[config.mk]
export PLATFORM = sky130hd
export DESIGN_NAME = bo_datapath
export DESIGN_NICKNAME = d
export VERILOG_FILES = /design/src/rtl/bo_pkg.sv /design/src/rtl/bo_reg.sv /design/src/rtl/bo_datapath.sv
export SDC_FILE = /design/constraint.sdc
export NUM_CORES = 1
export LEC_CHECK = 0
export BUFFER_PORTS_ARGS = -buffer_cell sky130_fd_sc_hd__buf_4
export CORE_MARGIN = 3
export CORE_UTILIZATION = 60
export DETAILED_ROUTE_END_ITERATION = 7
export PLACE_DENSITY = 0.81
export SLEW_MARGIN = 15
export SYNTH_ARGS = -nofsm -noshare
export SYNTH_HDL_FRONTEND = slang
export SYNTH_HIERARCHICAL = 1
export SYNTH_SLANG_ARGS = --single-unit
[constraint.sdc]
create_clock -name clk -period 9 [get_ports clk]
set_clock_uncertainty 0.2 [all_clocks]
set_input_delay 0.9 -clock clk [delete_from_list [all_inputs] [get_ports clk]]
set_output_delay 0.9 -clock clk [all_outputs]
set_load 0.02 [all_outputs]
[src/rtl/bo_pkg.sv]
// bo_pkg: shared constants for the bo_datapath polynomial datapath.
//   BO_WIDTH       default data width
//   SEL0_*         coefficient mux (M0) encodings
//   SEL1_*         ALU operand-1 mux (M1) encodings
//   SEL2_*         ALU operand-2 mux (M2) encodings
//   OP_ADD/OP_MUL  ALU operation select (H)
package bo_pkg;

  localparam int BO_WIDTH = 16;

  // Coefficient mux M0
  localparam logic [1:0] SEL0_ZERO = 2'd0;
  localparam logic [1:0] SEL0_A    = 2'd1;
  localparam logic [1:0] SEL0_B    = 2'd2;
  localparam logic [1:0] SEL0_C    = 2'd3;

  // Operand-1 mux M1
  localparam logic [1:0] SEL1_M0 = 2'd0;
  localparam logic [1:0] SEL1_R0 = 2'd1;
  localparam logic [1:0] SEL1_R1 = 2'd2;
  localparam logic [1:0] SEL1_R2 = 2'd3;

  // Operand-2 mux M2 (note R0 and M0 swap places relative to M1)
  localparam logic [1:0] SEL2_R0 = 2'd0;
  localparam logic [1:0] SEL2_M0 = 2'd1;
  localparam logic [1:0] SEL2_R1 = 2'd2;
  localparam logic [1:0] SEL2_R2 = 2'd3;

  // ALU operation
  localparam logic OP_ADD = 1'b0;
  localparam logic OP_MUL = 1'b1;

endpackage

[src/rtl/bo_reg.sv]
// bo_reg: WIDTH-bit register with synchronous active-high reset and load enable.
//   clk   rising-edge clock
//   rst   synchronous reset, clears the register; wins over ld
//   ld    load enable; register holds when low
//   d     data in
//   q     registered data out
module bo_reg
  import bo_pkg::*;
#(
  parameter int WIDTH = BO_WIDTH
) (
  input  logic             clk,
  input  logic             rst,
  input  logic             ld,
  input  logic [WIDTH-1:0] d,
  output logic [WIDTH-1:0] q
);

  logic [WIDTH-1:0] r_q;

  always_ff @(posedge clk) begin
    if (rst)     r_q <= '0;
    else if (ld) r_q <= d;
  end

  assign q = r_q;

endmodule

[src/rtl/bo_datapath.sv]
// bo_datapath: 16-bit operational block for evaluating polynomials such as
// A*x^2 + B*x + C, sequenced cycle by cycle by an external control FSM.
//   clk, rst      clock and synchronous active-high reset (clears R0..R2)
//   A, B, C       coefficients, selected by M0 (0, A, B, C)
//   x, LX         polynomial variable and load enable for R0
//   M1            ALU operand 1: M0-out, R0, R1, R2
//   M2            ALU operand 2: R0, M0-out, R1, R2
//   H             ALU op: 1 multiply, 0 add (unsigned, mod 2^WIDTH)
//   LH, LS        load enables for R1 and R2 from the ALU result
//   Pronto        result, always equal to R2
module bo_datapath
  import bo_pkg::*;
#(
  parameter int WIDTH = BO_WIDTH
) (
  input  logic             clk,
  input  logic             rst,
  input  logic [WIDTH-1:0] A,
  input  logic [WIDTH-1:0] B,
  input  logic [WIDTH-1:0] C,
  input  logic [1:0]       M0,
  input  logic [WIDTH-1:0] x,
  input  logic             LX,
  input  logic [1:0]       M1,
  input  logic [1:0]       M2,
  input  logic             LH,
  input  logic             LS,
  input  logic             H,
  output logic [WIDTH-1:0] Pronto
);

  logic [WIDTH-1:0] w_r0, w_r1, w_r2;
  logic [WIDTH-1:0] w_mux0, w_op1, w_op2;
  logic [WIDTH-1:0] w_sum, w_prod, w_alu;

  // Coefficient mux; the zero leg is a real constant so nothing X leaks in.
  always_comb begin
    w_mux0 = '0;
    unique case (M0)
      SEL0_ZERO: w_mux0 = '0;
      SEL0_A:    w_mux0 = A;
      SEL0_B:    w_mux0 = B;
      SEL0_C:    w_mux0 = C;
      default:   w_mux0 = '0;
    endcase
  end

  always_comb begin
    w_op1 = '0;
    unique case (M1)
      SEL1_M0: w_op1 = w_mux0;
      SEL1_R0: w_op1 = w_r0;
      SEL1_R1: w_op1 = w_r1;
      SEL1_R2: w_op1 = w_r2;
      default: w_op1 = '0;
    endcase
  end

  always_comb begin
    w_op2 = '0;
    unique case (M2)
      SEL2_R0: w_op2 = w_r0;
      SEL2_M0: w_op2 = w_mux0;
      SEL2_R1: w_op2 = w_r1;
      SEL2_R2: w_op2 = w_r2;
      default: w_op2 = '0;
    endcase
  end

  // Both results are truncated to WIDTH: only the low half of the product is kept.
  assign w_sum  = w_op1 + w_op2;
  assign w_prod = w_op1 * w_op2;
  assign w_alu  = (H == OP_MUL) ? w_prod : w_sum;

  // Operands come from the registers' current outputs, so a register that is
  // both source and destination sees its pre-edge value.
  bo_reg #(.WIDTH(WIDTH)) u_r0 (.clk(clk), .rst(rst), .ld(LX), .d(x),     .q(w_r0));
  bo_reg #(.WIDTH(WIDTH)) u_r1 (.clk(clk), .rst(rst), .ld(LH), .d(w_alu), .q(w_r1));
  bo_reg #(.WIDTH(WIDTH)) u_r2 (.clk(clk), .rst(rst), .ld(LS), .d(w_alu), .q(w_r2));

  assign Pronto = w_r2;

endmodule

==> Implementation_results.wiki, run 1 <==
{| class="wikitable"
! Metric !! Value
|-
| Vertical die dimension || 119 um
|-
| Max rail drop VDD || 123 uV
|-
| Diodes inserted || 0
|-
| Startpoint of the lowest-slack hold path || u_r1/q[9]$_SDFFE_PP0P_
|-
| Most frequent cells after synthesis || sky130_fd_sc_hd__inv_1, sky130_fd_sc_hd__nand2_1, sky130_fd_sc_hd__nor2_1
|-
| Internal power summed over all cells || 0.865 mW
|-
| Required time at the worst-slack endpoint || 8.96 ns
|-
| Synthesized area divided by synthesized cell count || 8.91 um2
|-
| Number of routed nets with antenna violations || 0
|-
| Count of cell types in the netlist || 59
|-
| Largest net degree at the start of global routing || 49
|-
| Pwr Density || 192 nW/um2
|-
| Clock-pin transition on the worst setup and hold timing paths || 0.07 ns
|-
| Run status || finished, final reports clean
|-
| Final hold violation count || 0
|-
| Number of maximum-capacitance violations || 0
|-
| Number of register bits inferred by synthesis || 48
|-
| Reg area || 961 um2
|-
| Kind of end point of the critical path || register
|-
| Total global-route track usage || 0.302
|-
| Worst slew margin relative to its limit || 0.267
|-
| Horizontal die dimension || 119 um
|-
| HPWL after detailed placement || 16.2 mm
|-
| Number of hold buffers added after cts || 0
|-
| Worst setup path startpoint || M0[1]
|-
| Synth warnings || 6
|-
| Setup fix buffers added after clock tree synthesis || 0
|-
| Area of the core || 12300 um2
|-
| Switching power total || 0.766 mW
|-
| Cell Rows || 40
|-
| Layout area overhead || 10.5%
|-
| Reg-to-Reg Start || u_r0/q[1]$_SDFFE_PP0P_
|-
| Post-detailed-routing wire length || 20.8 mm
|-
| Peak clock frequency supported by timing || 126 MHz
|-
| Part of the cycle the worst path needs || 0.882
|-
| Startpoint type of the worst setup path || input pin
|-
| Instance count of the mapped netlist || 864
|-
| Total Die Area || 14200 um2
|-
| Number of I/O port buffers || 91
|-
| Final estimated routing congestion in global placement || 0.977
|-
| Count of endpoints failing setup in the final report || 0
|-
| Worst path arrival time || 7.90 ns
|-
| Worst-skew pair later-pin latency || 0.30 ns
|-
| Category of the critical setup timing path || in -> reg
|-
| Number of search-and-repair iterations in the first detailed-routing pass || 5
|-
| Antenna violations before repair || 0
|-
| Synth area leader || sky130_fd_sc_hd__fa_1
|-
| Path category of the worst min-delay check || reg -> reg
|-
| Combinational Power Share || 0.682
|-
| Power share of the clock group || 0.140
|-
| Total area of multi-input combinational cells || 5970 um2
|-
| Num ports || 92
|-
| Part of the Yosys area used for sequential elements || 0.125
|-
| Number of filler cells placed in the layout || 1005
|-
| Primary flip-flop cell chosen by synthesis mapping || sky130_fd_sc_hd__dfxtp_1
|-
| Final layout net count || 1145
|-
| Number of enable-type register cells in the synthesized netlist || 0
|-
| Wire length of the first global-routing pass || 34.0 mm
|-
| Fraction of layout cells with a size suffix above 1 || 0.159
|-
| Max Root-Sink Buffers || 2
|-
| Clock Tree Root || sky130_fd_sc_hd__clkbuf_16
|-
| Final hold slack || 0.336 ns
|-
| Design area || 8510 um2
|-
| Post-route DRC || 0
|-
| Synthesized area || 7700 um2
|-
| Total clock buffers created by CTS || 5
|-
| Dominant cell by count in the synthesized netlist || sky130_fd_sc_hd__inv_1
|-
| Via-to-Cell Ratio || 5.87
|-
| Clock sink total || 48
|-
| H-Tree Depth || 2
|-
| Design Power || 1.63 mW
|-
| Post-synth top area share || 0.211
|-
| Leakage power || 4.18 nW
|-
| Total via count in the routed design || 6412
|-
| Part of the total power dissipated in sequential elements || 0.177
|-
| Setup repair after global routing missed its margin || no
|-
| Period minus WS final || 7.94 ns
|-
| Main area contributors after synthesis || sky130_fd_sc_hd__fa_1, sky130_fd_sc_hd__dfxtp_1, sky130_fd_sc_hd__ha_1, sky130_fd_sc_hd__mux2i_1, sky130_fd_sc_hd__inv_1
|-
| Number of cells in the finished layout apart from fillers || 1093
|-
| # resized after CTS || 0
|-
| DP Cell Count || 1085
|-
| CTS tree || done
|-
| Via count of the first global-routing pass || 6666
|-
| Total cell area at the placement stage || 8330 um2
|-
| Post-synth net total || 1085
|-
| Transition time at the pin with the least slew margin || 1.09 ns
|-
| Final setup TNS || 0 ns
|-
| Drt initial violations || 489
|-
| Initial standard-cell utilization of the core || 0.628
|-
| Number of slew-limit violations in the final report || 0
|-
| Sw Ratio || 0.470
|-
| Fraction of registers with async set or reset after synthesis || 0
|-
| Sum of overflow across all layers after global routing || 0
|-
| Wire per inst || 19.0 um
|-
| Maximum fanout along the worst path || 20
|}
==> layer usage <==
layer	track usage	part of all wire	vias to the layer above
met5	0	0	-
met4	0.114	0.032	0
met3	0.0437	0.093	63
met2	0.500	0.47	360
met1	0.402	0.41	3059
li1	-	-	2930
==> registers in the layout (all words and copies together) (netlist names) <==
register,flops
u_r0/q,16
u_r1/q,16
u_r2/q,16
==> critical path, cell delays in order <==
cell	delay [ns]
sky130_fd_sc_hd__buf_4	0.26
sky130_fd_sc_hd__nor2b_4	0.51
sky130_fd_sc_hd__a21oi_1	0.17
sky130_fd_sc_hd__a211oi_2	0.93
sky130_fd_sc_hd__nand2_1	0.21
sky130_fd_sc_hd__fa_1	0.56
sky130_fd_sc_hd__fa_1	0.54
sky130_fd_sc_hd__inv_1	0.05
sky130_fd_sc_hd__fa_1	0.47
sky130_fd_sc_hd__fa_1	0.50
sky130_fd_sc_hd__fa_1	0.49
sky130_fd_sc_hd__inv_1	0.05
sky130_fd_sc_hd__fa_1	0.47
sky130_fd_sc_hd__inv_1	0.04
sky130_fd_sc_hd__ha_1	0.33
sky130_fd_sc_hd__nand3_1	0.11
sky130_fd_sc_hd__nand2_1	0.05
sky130_fd_sc_hd__a41o_1	0.22
sky130_fd_sc_hd__o21ai_0	0.23
sky130_fd_sc_hd__nand2b_1	0.09
sky130_fd_sc_hd__a21oi_1	0.22
sky130_fd_sc_hd__xnor2_1	0.15
sky130_fd_sc_hd__mux2i_1	0.11
sky130_fd_sc_hd__mux2i_1	0.15
sky130_fd_sc_hd__nor2_1	0.06
==> worst paths after layout <==
kind         depth (start not counted)  slack, ns                      end
max                                 25       1.06  u_r1/q[15]$_SDFFE_PP0P_
min                                  2       0.34   u_r1/q[9]$_SDFFE_PP0P_
max reg2reg                         24       2.12  u_r1/q[15]$_SDFFE_PP0P_
min reg2reg                          2       0.34   u_r1/q[9]$_SDFFE_PP0P_
==> through the flow <==
stage	setup WS, ns	util
2_1_floorplan	1.69	-
3_3_place_gp	1.12	0.680
3_5_place_dp	0.876	0.680
4_1_cts	1.15	0.694
5_1_grt	0.681	0.694
6_report	1.06	0.694
==> placed cells by master (no fill, tap or decap), types with 22 or more instances in the layout <==
cell,n
sky130_fd_sc_hd__nand2_1,88
sky130_fd_sc_hd__xnor2_1,32
sky130_fd_sc_hd__and2_1,40
sky130_fd_sc_hd__o21ai_0,22
sky130_fd_sc_hd__fa_1,81
sky130_fd_sc_hd__inv_1,127
sky130_fd_sc_hd__buf_4,93
sky130_fd_sc_hd__ha_1,64
sky130_fd_sc_hd__mux2i_1,72
sky130_fd_sc_hd__dfxtp_1,48
sky130_fd_sc_hd__nor2_1,82
==> cells by family after synthesis <==
kind of cell	Yosys count	share of synthesized area
and+or+nand+nor	260	0.155
buffers and inverters	171	0.0994
adders and majority gates	145	0.315
muxes	101	0.165
AOI/OAI and AO/OA	89	0.0804
xor gates and xnor gates	50	0.0606
DFF	48	0.125
==> power groups by stage <==
stage          Clock, mW  Sequential [mW]  Combinational, mW
2_1_floorplan          0            0.299              0.796
4_1_cts            0.230            0.287               1.10
3_3_place_gp           0            0.290               1.06
5_1_grt            0.236            0.293               1.24
3_5_place_dp           0            0.291               1.09
6_report           0.229            0.289               1.11
==> cell type report <==
type,instances,area share
multi-input combinational,645,0.702
sequential,48,0.113
timing repair buffer,93,0.0820
inverter,131,0.0578
tap,168,0.0247
clock buffer,5,0.0147
clock inverter,3,0.00588
No activity file was read; power rests on OpenSTA's default activity.
==> run 2: changes to the inputs <==
- SYNTH_HIERARCHICAL: 1 -> default
==> Implementation_results.wiki, run 2 <==
{| class="wikitable"
! Metric !! Value
|-
| Portion of netlist area occupied by mux cells || 0.144
|-
| Number of filler cells placed in the layout || 925
|-
| Number of routed nets with antenna violations || 0
|-
| Area fraction in compound gates after synthesis || 0.0957
|-
| Horizontal die dimension || 117 um
|-
| Category of the critical setup timing path || in -> reg
|-
| Final setup TNS || 0 ns
|-
| Final core utilization || 0.704
|-
| Top library cells by usage in the layout, fill and taps aside || sky130_fd_sc_hd__inv_1, sky130_fd_sc_hd__buf_4, sky130_fd_sc_hd__nand2_1, sky130_fd_sc_hd__fa_1, sky130_fd_sc_hd__nor2_1
|-
| Number of register bits inferred by synthesis || 48
|-
| Synth warnings || 0
|-
| Worst-skew pair later-pin latency || 0.29 ns
|-
| Path category of the worst min-delay check || reg -> reg
|-
| Required time at the worst-slack endpoint || 9.01 ns
|-
| Transition time at the pin with the least slew margin || 0.594 ns
|-
| Primary flip-flop cell chosen by synthesis mapping || sky130_fd_sc_hd__dfxtp_1
|-
| Total via count in the routed design || 6226
|-
| Number of slew-limit violations in the final report || 0
|-
| Setup fix buffers added after clock tree synthesis || 0
|-
| Antenna violations before repair || 0
|-
| Clock sink total || 48
|-
| Total Die Area || 13700 um2
|-
| Reg-to-Reg Start || u_r0.q[4]$_SDFFE_PP0P_
|-
| Synth area leader || sky130_fd_sc_hd__fa_1
|-
| Vertical die dimension || 117 um
|-
| Post-Place Setup Slack || 1.25 ns
|-
| Instance count of the mapped netlist || 830
|-
| Clock-pin transition on the worst setup and hold timing paths || 0.06 ns
|-
| Post-Synth Adder-Cell Area || 0.327
|-
| Wire length of the first global-routing pass || 32.5 mm
|-
| Number of I/O port buffers || 91
|-
| Largest net degree at the start of global routing || 49
|-
| Part of the cycle the worst path needs || 0.839
|-
| Max rail drop VDD || 133 uV
|-
| Startpoint of the lowest-slack hold path || u_r1.q[11]$_SDFFE_PP0P_
|-
| Startpoint type of the worst setup path || input pin
|-
| Peak clock frequency supported by timing || 132 MHz
|-
| Main area contributors after synthesis || sky130_fd_sc_hd__fa_1, sky130_fd_sc_hd__dfxtp_1, sky130_fd_sc_hd__ha_1, sky130_fd_sc_hd__mux4_2, sky130_fd_sc_hd__inv_1
|-
| Initial standard-cell utilization of the core || 0.631
|-
| Post-route DRC || 0
|-
| Post-Synth XOR/XNOR Area || 0.0596
|-
| Worst slew margin relative to its limit || 0.600
|-
| Period minus WS final || 7.55 ns
|-
| Final hold slack || 0.305 ns
|-
| Sum of overflow across all layers after global routing || 0
|-
| Post-synth net total || 1051
|-
| Setup slack of the most critical reg-to-reg path || 2.31 ns
|-
| Crit path setup slack, layout || 1.45 ns
|-
| Wire per inst || 18.9 um
|-
| Number of cells traversed by the worst register-to-register path || 24
|-
| Synthesized area divided by synthesized cell count || 8.93 um2
|-
| Commonest non-fill, non-tap cell in the layout || sky130_fd_sc_hd__inv_1
|-
| Maximum fanout along the worst path || 17
|-
| Worst path arrival time || 7.55 ns
|-
| Post-synth top area share || 0.219
|-
| FF-to-FF End || u_r2.q[15]$_SDFFE_PP0P_
|-
| Dominant cell by count in the synthesized netlist || sky130_fd_sc_hd__inv_1
|-
| Diodes inserted || 0
|-
| Pwr Density || 182 nW/um2
|-
| Via-to-Cell Ratio || 5.91
|-
| Final estimated routing congestion in global placement || 0.901
|-
| Total global-route track usage || 0.309
|-
| Run status || finished, final reports clean
|-
| Most frequent cells after synthesis || sky130_fd_sc_hd__inv_1, sky130_fd_sc_hd__nand2_1, sky130_fd_sc_hd__fa_1
|-
| Area of the core || 11800 um2
|-
| Cell Rows || 39
|-
| Num ports || 92
|-
| Part of the Yosys area used for sequential elements || 0.130
|-
| Final layout net count || 1111
|-
| # resized after CTS || 0
|-
| Number of enable-type register cells in the synthesized netlist || 0
|-
| Hold EP || u_r1.q[11]$_SDFFE_PP0P_
|-
| Number of hold buffers added after cts || 0
|-
| Kind of end point of the critical path || register
|-
| Number of search-and-repair iterations in the first detailed-routing pass || 5
|-
| HPWL after detailed placement || 16.1 mm
|-
| Clock Tree Root || sky130_fd_sc_hd__clkbuf_16
|-
| Setup repair after global routing missed its margin || no
|-
| Largest family of logic cells by synthesized area || adder cells
|-
| Simple-gate area share of the yosys netlist || 0.156
|-
| Cells on Worst Hold Path || 2
|-
| Post-detailed-routing wire length || 19.9 mm
|-
| Fraction of registers with async set or reset after synthesis || 0
|-
| Count of cell types in the netlist || 48
|-
| Number of maximum-capacitance violations || 0
|-
| Fraction of layout cells with a size suffix above 1 || 0.154
|-
| CTS tree || done
|-
| Drt initial violations || 491
|-
| Final hold violation count || 0
|-
| Via count of the first global-routing pass || 6555
|-
| H-Tree Depth || 2
|-
| Total clock buffers created by CTS || 5
|-
| Leakage power || 3.99 nW
|-
| Count of endpoints failing setup in the final report || 0
|-
| Max Root-Sink Buffers || 2
|-
| Layout area overhead || 11.7%
|-
| Synthesized area || 7420 um2
|}
==> run 2: changes by cell type in the layout (fill, tap and decap cells not counted), moves of 5 or more <==
cell                        delta
sky130_fd_sc_hd__nor2_1        -5
sky130_fd_sc_hd__a211oi_1     +24
sky130_fd_sc_hd__and2_1       +19
sky130_fd_sc_hd__and3_1        -7
sky130_fd_sc_hd__o2bb2ai_1     +5
sky130_fd_sc_hd__o21ai_0       -8
sky130_fd_sc_hd__mux4_2        +8
sky130_fd_sc_hd__nor2b_1       -5
sky130_fd_sc_hd__mux2i_1      -32
==> run 2: critical path, stage by stage <==
cell	delay, ns
sky130_fd_sc_hd__buf_4	0.25
sky130_fd_sc_hd__nor2b_4	0.41
sky130_fd_sc_hd__o2bb2ai_1	0.26
sky130_fd_sc_hd__mux2i_1	0.13
sky130_fd_sc_hd__nand2_1	0.09
sky130_fd_sc_hd__o21ai_0	0.20
sky130_fd_sc_hd__inv_2	0.22
sky130_fd_sc_hd__ha_1	0.21
sky130_fd_sc_hd__inv_1	0.09
sky130_fd_sc_hd__fa_1	0.48
sky130_fd_sc_hd__fa_1	0.50
sky130_fd_sc_hd__inv_1	0.04
sky130_fd_sc_hd__ha_1	0.19
sky130_fd_sc_hd__fa_1	0.48
sky130_fd_sc_hd__fa_1	0.54
sky130_fd_sc_hd__inv_1	0.05
sky130_fd_sc_hd__fa_1	0.47
sky130_fd_sc_hd__inv_1	0.04
sky130_fd_sc_hd__ha_1	0.33
sky130_fd_sc_hd__a21oi_1	0.14
sky130_fd_sc_hd__o21ai_0	0.13
sky130_fd_sc_hd__a21oi_1	0.21
sky130_fd_sc_hd__nor2b_1	0.09
sky130_fd_sc_hd__o21a_1	0.19
sky130_fd_sc_hd__o41a_1	0.36
sky130_fd_sc_hd__xnor2_1	0.16
sky130_fd_sc_hd__nand2_1	0.09
sky130_fd_sc_hd__a311oi_1	0.26
==> run 2: cell families after synthesis <==
| group | after synthesis |
|---|---|
| AOI/OAI and AO/OA | 101 |
| muxes | 72 |
| DFF | 48 |
| buffers and inverters | 165 |
| xor gates and xnor gates | 48 |
| adders and majority gates | 145 |
| and+or+nand+nor | 251 |
==> run 2: how the worst max path moves through the flow <==
stage	start	endpoint	slack [ns]	cells past startpoint
2_1_floorplan	M0[1]	u_r1.q[15]$_SDFFE_PP0P_	1.73	27
3_3_place_gp	M0[1]	u_r1.q[15]$_SDFFE_PP0P_	1.52	28
3_5_place_dp	M0[1]	u_r1.q[15]$_SDFFE_PP0P_	1.25	28
4_1_cts	M0[1]	u_r1.q[15]$_SDFFE_PP0P_	1.56	28
5_1_grt	M0[1]	u_r2.q[15]$_SDFFE_PP0P_	1.14	28
6_report	M0[1]	u_r2.q[15]$_SDFFE_PP0P_	1.45	28
==> run 2: layout make-up <==
class / instances / area [um2] / area share
Tap cell: 164 / 205 / 0.0248
Multi-Input combinational cell: 617 / 5800 / 0.700
Clock inverter: 1 / 30.0 / 0.00363
Inverter: 126 / 473 / 0.0571
Clock buffer: 5 / 125 / 0.0151
Timing Repair Buffer: 92 / 691 / 0.0834
Sequential cell: 48 / 961 / 0.116
==> run 2: layer usage <==
metal	global-route usage	part of all wire	vias to the layer above
met5	0	0	-
met4	0.0841	0.021	0
met3	0.0540	0.079	44
met2	0.535	0.49	298
met1	0.400	0.41	3050
li1	-	-	2834
==> run 2: through the flow <==
stage	instance area, um2	std cells	power [mW]
floorplan	7420	830	1.01
global placement	8130	1047	1.24
detailed placement	8130	1047	1.29
CTS	8280	1053	1.50
global route	8280	1053	1.64
finish	8280	1053	1.51
==> run 2: where the power goes <==
| part | switching [mW] | internal [mW] |
|---|---|---|
| Sequential | 0.0323 | 0.243 |
| Clock | 0.0802 | 0.128 |
| Combinational | 0.587 | 0.438 |
| Total | 0.700 | 0.810 |
